===== src/rtl/uart_transmitter.sv =====
// uart_transmitter: 16x-oversampled UART transmit shifter with run-time frame format and valid/ready input
module uart_transmitter (
    input  logic       clk_16bd,
    input  logic       rst,
    input  logic [8:0] frame,
    input  logic       frame_valid,
    input  logic       parity,
    input  logic       parity_type,
    input  logic       stop_bits,
    input  logic [3:0] frame_length,
    output logic       frame_ready,
    output logic       Tx,
    output logic       tx_done
);
    localparam logic [2:0] IDLE   = 3'd0;
    localparam logic [2:0] START  = 3'd1;
    localparam logic [2:0] DATA   = 3'd2;
    localparam logic [2:0] PARITY = 3'd3;
    localparam logic [2:0] STOP   = 3'd4;
    logic [2:0] state;
    logic [3:0] tick, idx, len, len_c;
    logic [8:0] data;
    logic       stop_cnt, par_en, par_bit, two_stop, par_calc, last;
    always_comb begin
        len_c    = frame_length < 4'd5 ? 4'd5 : frame_length > 4'd9 ? 4'd9 : frame_length;
        par_calc = ^(frame & (9'h1FF >> (4'd9 - len_c))) ^ parity_type;
        last     = tick == 4'd15;
    end
    always_ff @(posedge clk_16bd or negedge rst) begin
        if (!rst) begin
            state       <= IDLE;
            tick        <= 4'd0;
            idx         <= 4'd0;
            len         <= 4'd0;
            data        <= 9'd0;
            stop_cnt    <= 1'b0;
            par_en      <= 1'b0;
            par_bit     <= 1'b0;
            two_stop    <= 1'b0;
            frame_ready <= 1'b1;
            Tx          <= 1'b1;
            tx_done     <= 1'b0;
        end else begin
            tx_done <= 1'b0;
            tick    <= state == IDLE ? 4'd0 : tick + 4'd1;
            case (state)
                IDLE: if (frame_valid) begin
                    state       <= START;
                    Tx          <= 1'b0;
                    frame_ready <= 1'b0;
                    data        <= frame;
                    len         <= len_c;
                    par_en      <= parity;
                    par_bit     <= par_calc;
                    two_stop    <= stop_bits;
                end
                START: if (last) begin
                    state <= DATA;
                    idx   <= 4'd0;
                    Tx    <= data[0];
                end
                DATA: if (last) begin
                    if (idx == len - 4'd1) begin
                        state    <= par_en ? PARITY : STOP;
                        Tx       <= par_en ? par_bit : 1'b1;
                        stop_cnt <= 1'b0;
                    end else begin
                        idx <= idx + 4'd1;
                        Tx  <= data[idx + 4'd1];
                    end
                end
                PARITY: if (last) begin
                    state    <= STOP;
                    Tx       <= 1'b1;
                    stop_cnt <= 1'b0;
                end
                STOP: if (last) begin
                    if (stop_cnt == two_stop) begin
                        state       <= IDLE;
                        tx_done     <= 1'b1;
                        frame_ready <= 1'b1;
                    end else begin
                        stop_cnt <= 1'b1;
                    end
                end
                default: state <= IDLE;
            endcase
        end
    end
endmodule


===== config.mk =====
export PLATFORM = sky130hd
export DESIGN_NAME = uart_transmitter
export DESIGN_NICKNAME = d
export VERILOG_FILES = /design/src/rtl/uart_transmitter.sv
export SDC_FILE = /design/constraint.sdc
export NUM_CORES = 1
export LEC_CHECK = 0
export BUFFER_PORTS_ARGS = -buffer_cell sky130_fd_sc_hd__buf_4
export CAP_MARGIN = 0
export CORE_ASPECT_RATIO = 0.5
export CORE_MARGIN = 3
export CORE_UTILIZATION = 55
export DETAILED_ROUTE_END_ITERATION = 16
export PLACE_DENSITY = 0.76
export SLEW_MARGIN = 15
export SYNTH_ARGS = -nofsm -noshare
export SYNTH_HDL_FRONTEND = slang
export SYNTH_SLANG_ARGS = --single-unit
export TNS_END_PERCENT = 5

===== constraint.sdc =====
create_clock -name clk_16bd -period 3.7 [get_ports clk_16bd]
set_clock_uncertainty 0.1 [all_clocks]
set_input_delay 0.555 -clock clk_16bd [delete_from_list [all_inputs] [get_ports clk_16bd]]
set_output_delay 0.555 -clock clk_16bd [all_outputs]
set_load 0.05 [all_outputs]

After elaboration in Yosys (flattened, before gate mapping)
Index checks and enable logic that the tools add are counted.
{"block": "totals", "regBits": 31, "out_inout_bits": 3, "word_cells": 87}
{"block": "op_classes", "n_addsub": 4, "n_lt_le_gt_ge": 3, "n_eq_ne": 16, "n_shift": 1, "mux": 37, "bitwise_logic": 2, "n_reduce_logical": 12}
{"op": "$mux 3", "n": 8}
{"op": "$mux 4", "n": 6}
{"op": "$ne 2x2->1 const B", "n": 9}
{"op": "$mux 1", "n": 17}
{"op": "$pmux 3 s5", "n": 1}
{"op": "$and 9x9->9", "n": 1}
{"op": "$reduce_xor 9->1", "n": 1}
{"op": "$shr 9x4->9 const A", "n": 1}
{"op": "$add 4x1->4 const B", "n": 2}
{"op": "$pmux 4 s2", "n": 1}
{"op": "$reduce_and 4->1", "n": 2}
{"op": "$reduce_and 7->1", "n": 1}
{"op": "$eq 3x2->1 const B", "n": 2}
{"op": "$reduce_and 6->1", "n": 1}
{"op": "$lt 4x5->1 const B", "n": 1}
{"op": "$reduce_and 5->1", "n": 1}
{"op": "$bmux 1 s4", "n": 1}
{"op": "$eq 4x4->1", "n": 1}
{"op": "$eq 4x4->1 const B", "n": 1}
{"op": "$gt 4x4->1 const B", "n": 1}
{"op": "$lt 4x3->1 const B", "n": 1}
{"op": "$pmux 1 s4", "n": 1}
{"op": "$reduce_bool 2->1", "n": 2}
{"op": "$reduce_bool 4->1", "n": 1}
{"op": "11 further kinds", "n": 11}

Depth between registers and ports, before layout
Gate-level depths: netlist (run 1).
{"block": "logic_depth", "ltp_word": 8, "mapped_depth": 10, "mapped_depth_nobuf": 9}

Least setup slack after synthesis (run 1)
No wires, ideal clock.
{"block": "synth_path", "kind": "input -> register", "from": "input frame_length[3]", "to": "register par_bit", "setup_ns": 0.082, "t_arrival_ns": 2.603, "required_time_ns": 3.518, "slack_ns": 0.915, "cell_stages": 10, "n_path_buf": 1, "cell_sequence": "buf_6 -> nand3b_1 -> inv_1 -> ha_1 -> nand2b_1 -> xnor3_2 -> o2111a_1 -> or3_1 -> a31o_1 -> a31oi_1"}
{"block": "synth_between", "elab_chain_len": 8, "word_cells_on_any_way": 9}
{"item": "start, declared", "line_no": "10", "source": "input logic [3:0] frame_length,"}
{"item": "$gt 4x4->1", "line_no": "25", "source": "len_c = frame_length < 4'd5 ? 4'd5 : frame_length > 4'd9 ? 4'd9 : frame_length;"}
{"item": "$mux 4", "line_no": "25"}
{"item": "$mux 4 (*)", "line_no": "25"}
{"item": "via len_c[1]", "line_no": "21", "source": "logic [3:0] tick, idx, len, len_c;"}
{"item": "$sub 4x4->4 (*)", "line_no": "26", "source": "par_calc = ^(frame & (9'h1FF >> (4'd9 - len_c))) ^ parity_type;"}
{"item": "$shr 9x4->9 (*)", "line_no": "26"}
{"item": "$and 9x9->9 (*)", "line_no": "26"}
{"item": "$reduce_xor 9->1 (*)", "line_no": "26"}
{"item": "$xor 1x1->1 (*)", "line_no": "26"}
{"item": "end signal, assigned", "line_no": "54", "source": "par_bit <= par_calc;"}
{"item": "end, declared", "line_no": "23", "source": "logic stop_cnt, par_en, par_bit, two_stop, par_calc, last;"}
Mark *: on every way through the listed nets, which the timed path passes. The rest lies on a longest branch.
A chain may end at the register's enable or synchronous reset.

Worst setup path in the final report (run 1)
Same ends and word-level chain as after synthesis.

==> impl_metrics.tcl, run 1 <==
set metrics [dict create \
    postRouteWirelength_mm 4.04 \
    slew_violations 0 \
    worstMarginPinSlew_ns 0.777 \
    dieArea_um2 4430 \
    critPathRequiredTime_ns 3.82 \
    status "finished, final reports clean" \
    powerDensity_nw_per_um2 632 \
    drt-pass1-iter-count 4 \
    nFillCells 264 \
    yosys-top-cells-area "dfrtp_1 (36%), mux2_2 (6.2%), ha_1 (3.8%)" \
    yosys_warnings 0 \
    antenna_found_initial 0 \
    vias_per_cell 5.82 \
    syn_nets 228 \
    syn_area_um2 2000 \
    core_area_um2 3220 \
    maxSlewHeadroom 0.482 \
    startpoint "frame_length[3]" \
    clk_pin_slew_ns 0.06 \
    ys_ff_latch 31 \
    ctsHoldBuffers 0 \
    wl_per_cell_um 14.9 \
    vias 1576 \
    cts-root-buf "clkbuf_8" \
    rows 14 \
    fmax_mhz 366 \
    syn_avg_cell_area_um2 9.84 \
    reg2regPathDepth 3 \
    drc 0 \
    ant_nets 0 \
    yosys-top-cells-count "dfrtp_1 (29), nand2_1 (16), nor2_1 (15)" \
    synth_cell_types 54 \
    hpwl_mm 3.03 \
    vdd_ir_drop_max_mv 0.206 \
    clk_path_buf_depth 2 \
    cts_buffers 5 \
    die_y_um 48.6 \
    clock-sinks 31 \
    p_leak_nw 0.972 \
    fin_area_um2 2250 \
    placed_area_um2 2170 \
    setup_viol 0 \
    crit_path_end_kind "register" \
    cts_setup_buffers 0 \
    layout.nets 248 \
    reg2reg_slack_ns 1.33 \
    place.port_buffers 21 \
    synth-async-reset-ratio 1.00 \
    fin_crit_sh 0.738 \
    arrival_ns 2.85 \
    grt_max_degree 32 \
    synth_edf_count 0 \
    r2r_end "data[5]$_DFFE_PN0P_" \
    gp_congestion 0.924 \
    synth_cells 203 \
    cts_resized 0 \
    drive_above_1_share 0.215 \
    maxCapViolCount 0 \
    setup_tns_ns 0 \
    first_global_vias 1531 \
    synthFlopType "dfrtp_1" \
    cp-start-kind "input pin" \
    start_util 0.620 \
    grt_pass1_wl_mm 7.09 \
    cts_tree "yes" \
    cpMaxStageDelayCell "xnor3_2" \
    ys_seq_area_frac 0.390 \
    final_cell_count_no_fill 271 \
    synth_area_leader_cell "dfrtp_1" \
    layout_min_cycle_time_ns 2.73 \
    area_delta_synth_final_pct 12.5 \
    die_x_um 91.2 \
    min_path_type "in2async" \
    dr.first_iter.drc_count 60 \
    htreeDepth 2 \
    n_antenna_cell 0 \
    path_class "in2reg" \
    overflow 0 \
    r2r_start "state[0]$_DFFE_PN0P_" \
    crit_fanout 12 \
    dpl.cell_count 264 \
    slowest_delay_ns 0.45 \
    path_cells "buf_4 > nand3b_1 > inv_1 > ha_1 > nand2b_1 > xnor3_2 > o2111a_1 > or3_1 > a31o_1 > a31oi_1" \
    yosysMostFrequentCell "dfrtp_1" \
    io_pins 22 \
    rsz0062_at_grt "no" \
    worstSkewPairLatency_ns 0.29 \
    synth_top_area_share 0.363 \
    endpoint "par_bit$_DFFE_PN0P_" \
    track_usage 0.204 \
    finalHoldViolCount 0 \
]
==> worst max-delay path, delay by kind of cell <==
family                     cells  cell delay [ns]
buffers and inverters          2             0.23
and+or+nand+nor                3             0.81
xor gates and xnor gates       1             0.45
AOI/OAI and AO/OA              3             0.61
adders and majority gates      1             0.20
==> how the worst min path moves through the flow <==
stage          cells past startpoint                   end
6_report                           1     tick[3]$_DFF_PN0_
5_1_grt                            1     tick[2]$_DFF_PN0_
4_1_cts                            1  two_stop$_DFFE_PN0P_
3_5_place_dp                       1     tick[0]$_DFF_PN0_
3_3_place_gp                       1     tick[0]$_DFF_PN0_
2_1_floorplan                      0   data[0]$_DFFE_PN0P_
==> stage by stage <==
stage | util | worst slack (ns) | power, mW | hold slack [ns]
after detailed placement | 0.673 | 0.679 | 1.17 | 0.359
after CTS | 0.697 | 0.975 | 1.42 | 0.0999
after floorplan | - | 0.915 | 1.03 | 0.159
after global routing | 0.697 | 0.830 | 1.54 | 0.118
after global placement | 0.673 | 0.756 | 1.15 | 0.350
final | 0.697 | 0.970 | 1.42 | 0.0863
==> logic make-up (layout without fill, tap and decap cells) <==
logic type / after synthesis / after routing / synth area share
simple gates: 76 / 76 / 0.211
compound gates: 42 / 42 / 0.140
flops: 31 / 31 / 0.390
xor+xnor: 16 / 16 / 0.0846
mux: 16 / 16 / 0.0996
buf+inv: 16 / 36 / 0.0376
fa+ha+maj: 6 / 6 / 0.0376
==> power by group <==
group / leakage (nW) / switching, mW / total (mW) / internal [mW]
combinational: 0.551 / 0.294 / 0.571 / 0.276
sequential: 0.383 / 0.125 / 0.601 / 0.476
clock: 0.0383 / 0.119 / 0.248 / 0.129
total: 0.972 / 0.539 / 1.42 / 0.882
==> cells in the final DEF (no fill, tap or decap), types with 7 or more instances in the layout <==
| cell | n |
|---|---|
| nand3_1 | 8 |
| xor2_1 | 8 |
| a21oi_1 | 7 |
| nor2_1 | 15 |
| inv_1 | 8 |
| dfrtp_1 | 29 |
| buf_4 | 21 |
| mux2_2 | 11 |
| o21ai_0 | 13 |
| nor2b_1 | 7 |
| nand2_1 | 16 |
==> final cells by class <==
type / instances / area, µm² / area share
multi-input cells: 156 / 1140 / 0.509
inverters: 8 / 30.0 / 0.0134
well taps: 48 / 60.1 / 0.0267
clock buffers: 7 / 76.3 / 0.0340
repair buffers: 21 / 158 / 0.0702
flip-flops and latches: 31 / 778 / 0.347
==> per-layer routing <==
metal  wire (µm)  vias up  GRT usage
met2        1750       41      0.320
met4          54        0     0.0650
met3         191        7     0.0604
met1        2050      754      0.272
met5           0        -          0
li1            -      774          -
==> state kept, by name, indices dropped and copies added, names as in the netlist <==
register	count
par_en	1
idx	4
state	3
Tx	1
par_bit	1
stop_cnt	1
data	9
tx_done	1
len	4
frame_ready	1
tick	4
two_stop	1
Note: power is estimated with default switching activity, not from simulation.
==> run 2: changes to the inputs <==
- clock period: 3.7 -> 2.6 ns (I/O delays scaled with it)
==> run 2 against run 1 <==
  * Non-clock buffer count is 6 higher
  * Via count is 0.25% higher
  * Register-to-register slack worse by 0.91 ns
  * Core utilization is 1.6 points higher
  * Sequential share of layout area is 0.77 points lower
  * Routed wire length is 0.54% lower
  * Worst hold slack better by 0.13 ns
  * First-iteration DRC count is 1.7% lower
  * Combinational power is 45% higher
==> impl_metrics.tcl, run 2 (synthesis results as in run 1) <==
set metrics [dict create \
    status "finished, final reports clean" \
    hold_depth 3 \
    clk_pin_slew_ns 0.06 \
    cpLargestDelayFamily "simple AND/OR/NAND/NOR gates" \
    rows 14 \
    worstMarginPinSlew_ns 0.563 \
    fin_crit_sh 0.873 \
    htreeDepth 2 \
    arrival_ns 2.37 \
    cpMaxStageDelayCell "xnor3_2" \
    ant_nets 0 \
    grt_max_degree 32 \
    layout.nets 254 \
    grt_pass1_wl_mm 6.97 \
    dr.first_iter.drc_count 59 \
    postRouteWirelength_mm 4.02 \
    met1_length_mm 1.94 \
    powerDensity_nw_per_um2 887 \
    place.port_buffers 21 \
    largest-register "data" \
    rsz0062_at_grt "no" \
    p_leak_nw 1.00 \
    cts_setup_buffers 0 \
    slowest_delay_ns 0.40 \
    fmax_mhz 441 \
    place_ws_ns 0.0540 \
    finalHoldViolCount 0 \
    worstSkewPairLatency_ns 0.28 \
    final_common_cell "dfrtp_1" \
    drc 0 \
    vias_per_cell 5.68 \
    hpwl_mm 3.13 \
    wl_per_cell_um 14.5 \
    slew_violations 0 \
    cts-root-buf "clkbuf_8" \
    critPathRequiredTime_ns 2.70 \
    route.met2.wl_mm 1.81 \
    die_y_um 48.6 \
    path_cells "buf_4 > nand3b_1 > ha_1 > nand2_1 > xnor3_2 > o2111a_1 > or3_1 > a31o_1 > a31oi_1" \
    die_x_um 91.2 \
    mostFrequentLayoutCells "dfrtp_1 (29), buf_4 (26), nand2_1 (16)" \
    cp_num_buf_inv 1 \
    min_path_type "in2reg" \
    crit_fanout 8 \
    cp_num_cells 9 \
    gp_congestion 0.849 \
    cts_tree "yes" \
    route.met3.wl_um 165 \
    clock-sinks 31 \
    n_antenna_cell 0 \
    io_pins 22 \
    cts_buffers 5 \
    dieArea_um2 4430 \
    track_usage 0.199 \
    reg2regPathDepth 5 \
    crit_path_end_kind "register" \
    antenna_found_initial 0 \
    setup_viol 0 \
    drt-pass1-iter-count 4 \
    cp-start-kind "input pin" \
    largest_register_ffs 9 \
    maxSlewHeadroom 0.622 \
    path_class "in2reg" \
    vias 1580 \
    area_delta_synth_final_pct 15.0 \
    setup_tns_ns 0 \
    worst_slack_ns 0.331 \
    vdd_ir_drop_max_mv 0.348 \
    highest_layer "met4" \
    layout_min_cycle_time_ns 2.27 \
    first_global_vias 1495 \
    start_util 0.620 \
    core_area_um2 3220 \
    maxCapViolCount 0 \
    drive_above_1_share 0.230 \
    clk_path_buf_depth 2 \
    overflow 0 \
]
run 2: routing by layer:
metal | GRT usage | up-vias
met5 | 0 | -
met1 | 0.276 | 744
li1 | - | 793
met3 | 0.0449 | 11
met2 | 0.298 | 32
met4 | 0.0850 | 0
run 2: layout make-up:
type                       instances  area [µm²]
multi-input combinational        156        1140
clock buffer                       8        80.1
tap                               48        60.1
sequential                        31         778
timing repair buffer              27         205
inverter                           8        30.0
fill                             260         926
run 2: path summary, 6_finish.rpt:
path                                        start                 endpoint  slack (ns)
max in group asynchronous                     rst  frame_ready$_DFFE_PN1P_        1.60
min in group asynchronous                     rst        tick[3]$_DFF_PN0_        0.48
worst max-delay path              frame_length[3]      par_bit$_DFFE_PN0P_        0.33
worst min-delay path                       parity       par_en$_DFFE_PN0P_        0.21
worst max register to register  tick[0]$_DFF_PN0_       idx[3]$_DFFE_PN0P_        0.42
worst min register to register  tick[0]$_DFF_PN0_        tick[0]$_DFF_PN0_        0.36
run 2: repair_timing:
action / CTS / global route
resized for setup: 0 / 0
endpoints found under the hold margin: 29 / 0
hold buffers: 1 / 0
run 2: where the power goes:
group / leakage (nW) / internal (mW) / switching, mW
logic: 0.581 / 0.407 / 0.421
clock network: 0.0395 / 0.190 / 0.164
registers: 0.383 / 0.677 / 0.179
total: 1.00 / 1.27 / 0.764
run 2: tightest hold or removal path, delay by kind of cell:
| kind | cells | cell delay [ns] |
|---|---|---|
| compound gates | 1 | 0.06 |
| simple gates | 1 | 0.03 |
| buf+inv | 1 | 0.08 |
run 2: stage by stage:
stage,power (mW),area (µm²),utilization,hold WS [ns],cells
2_1_floorplan,1.47,2000,-,-0.00559,203
3_3_place_gp,1.65,2210,0.685,0.238,269
6_report,2.04,2300,0.713,0.215,278
4_1_cts,2.05,2300,0.713,0.210,278
3_5_place_dp,1.69,2210,0.685,0.243,269
5_1_grt,2.21,2300,0.713,0.210,278
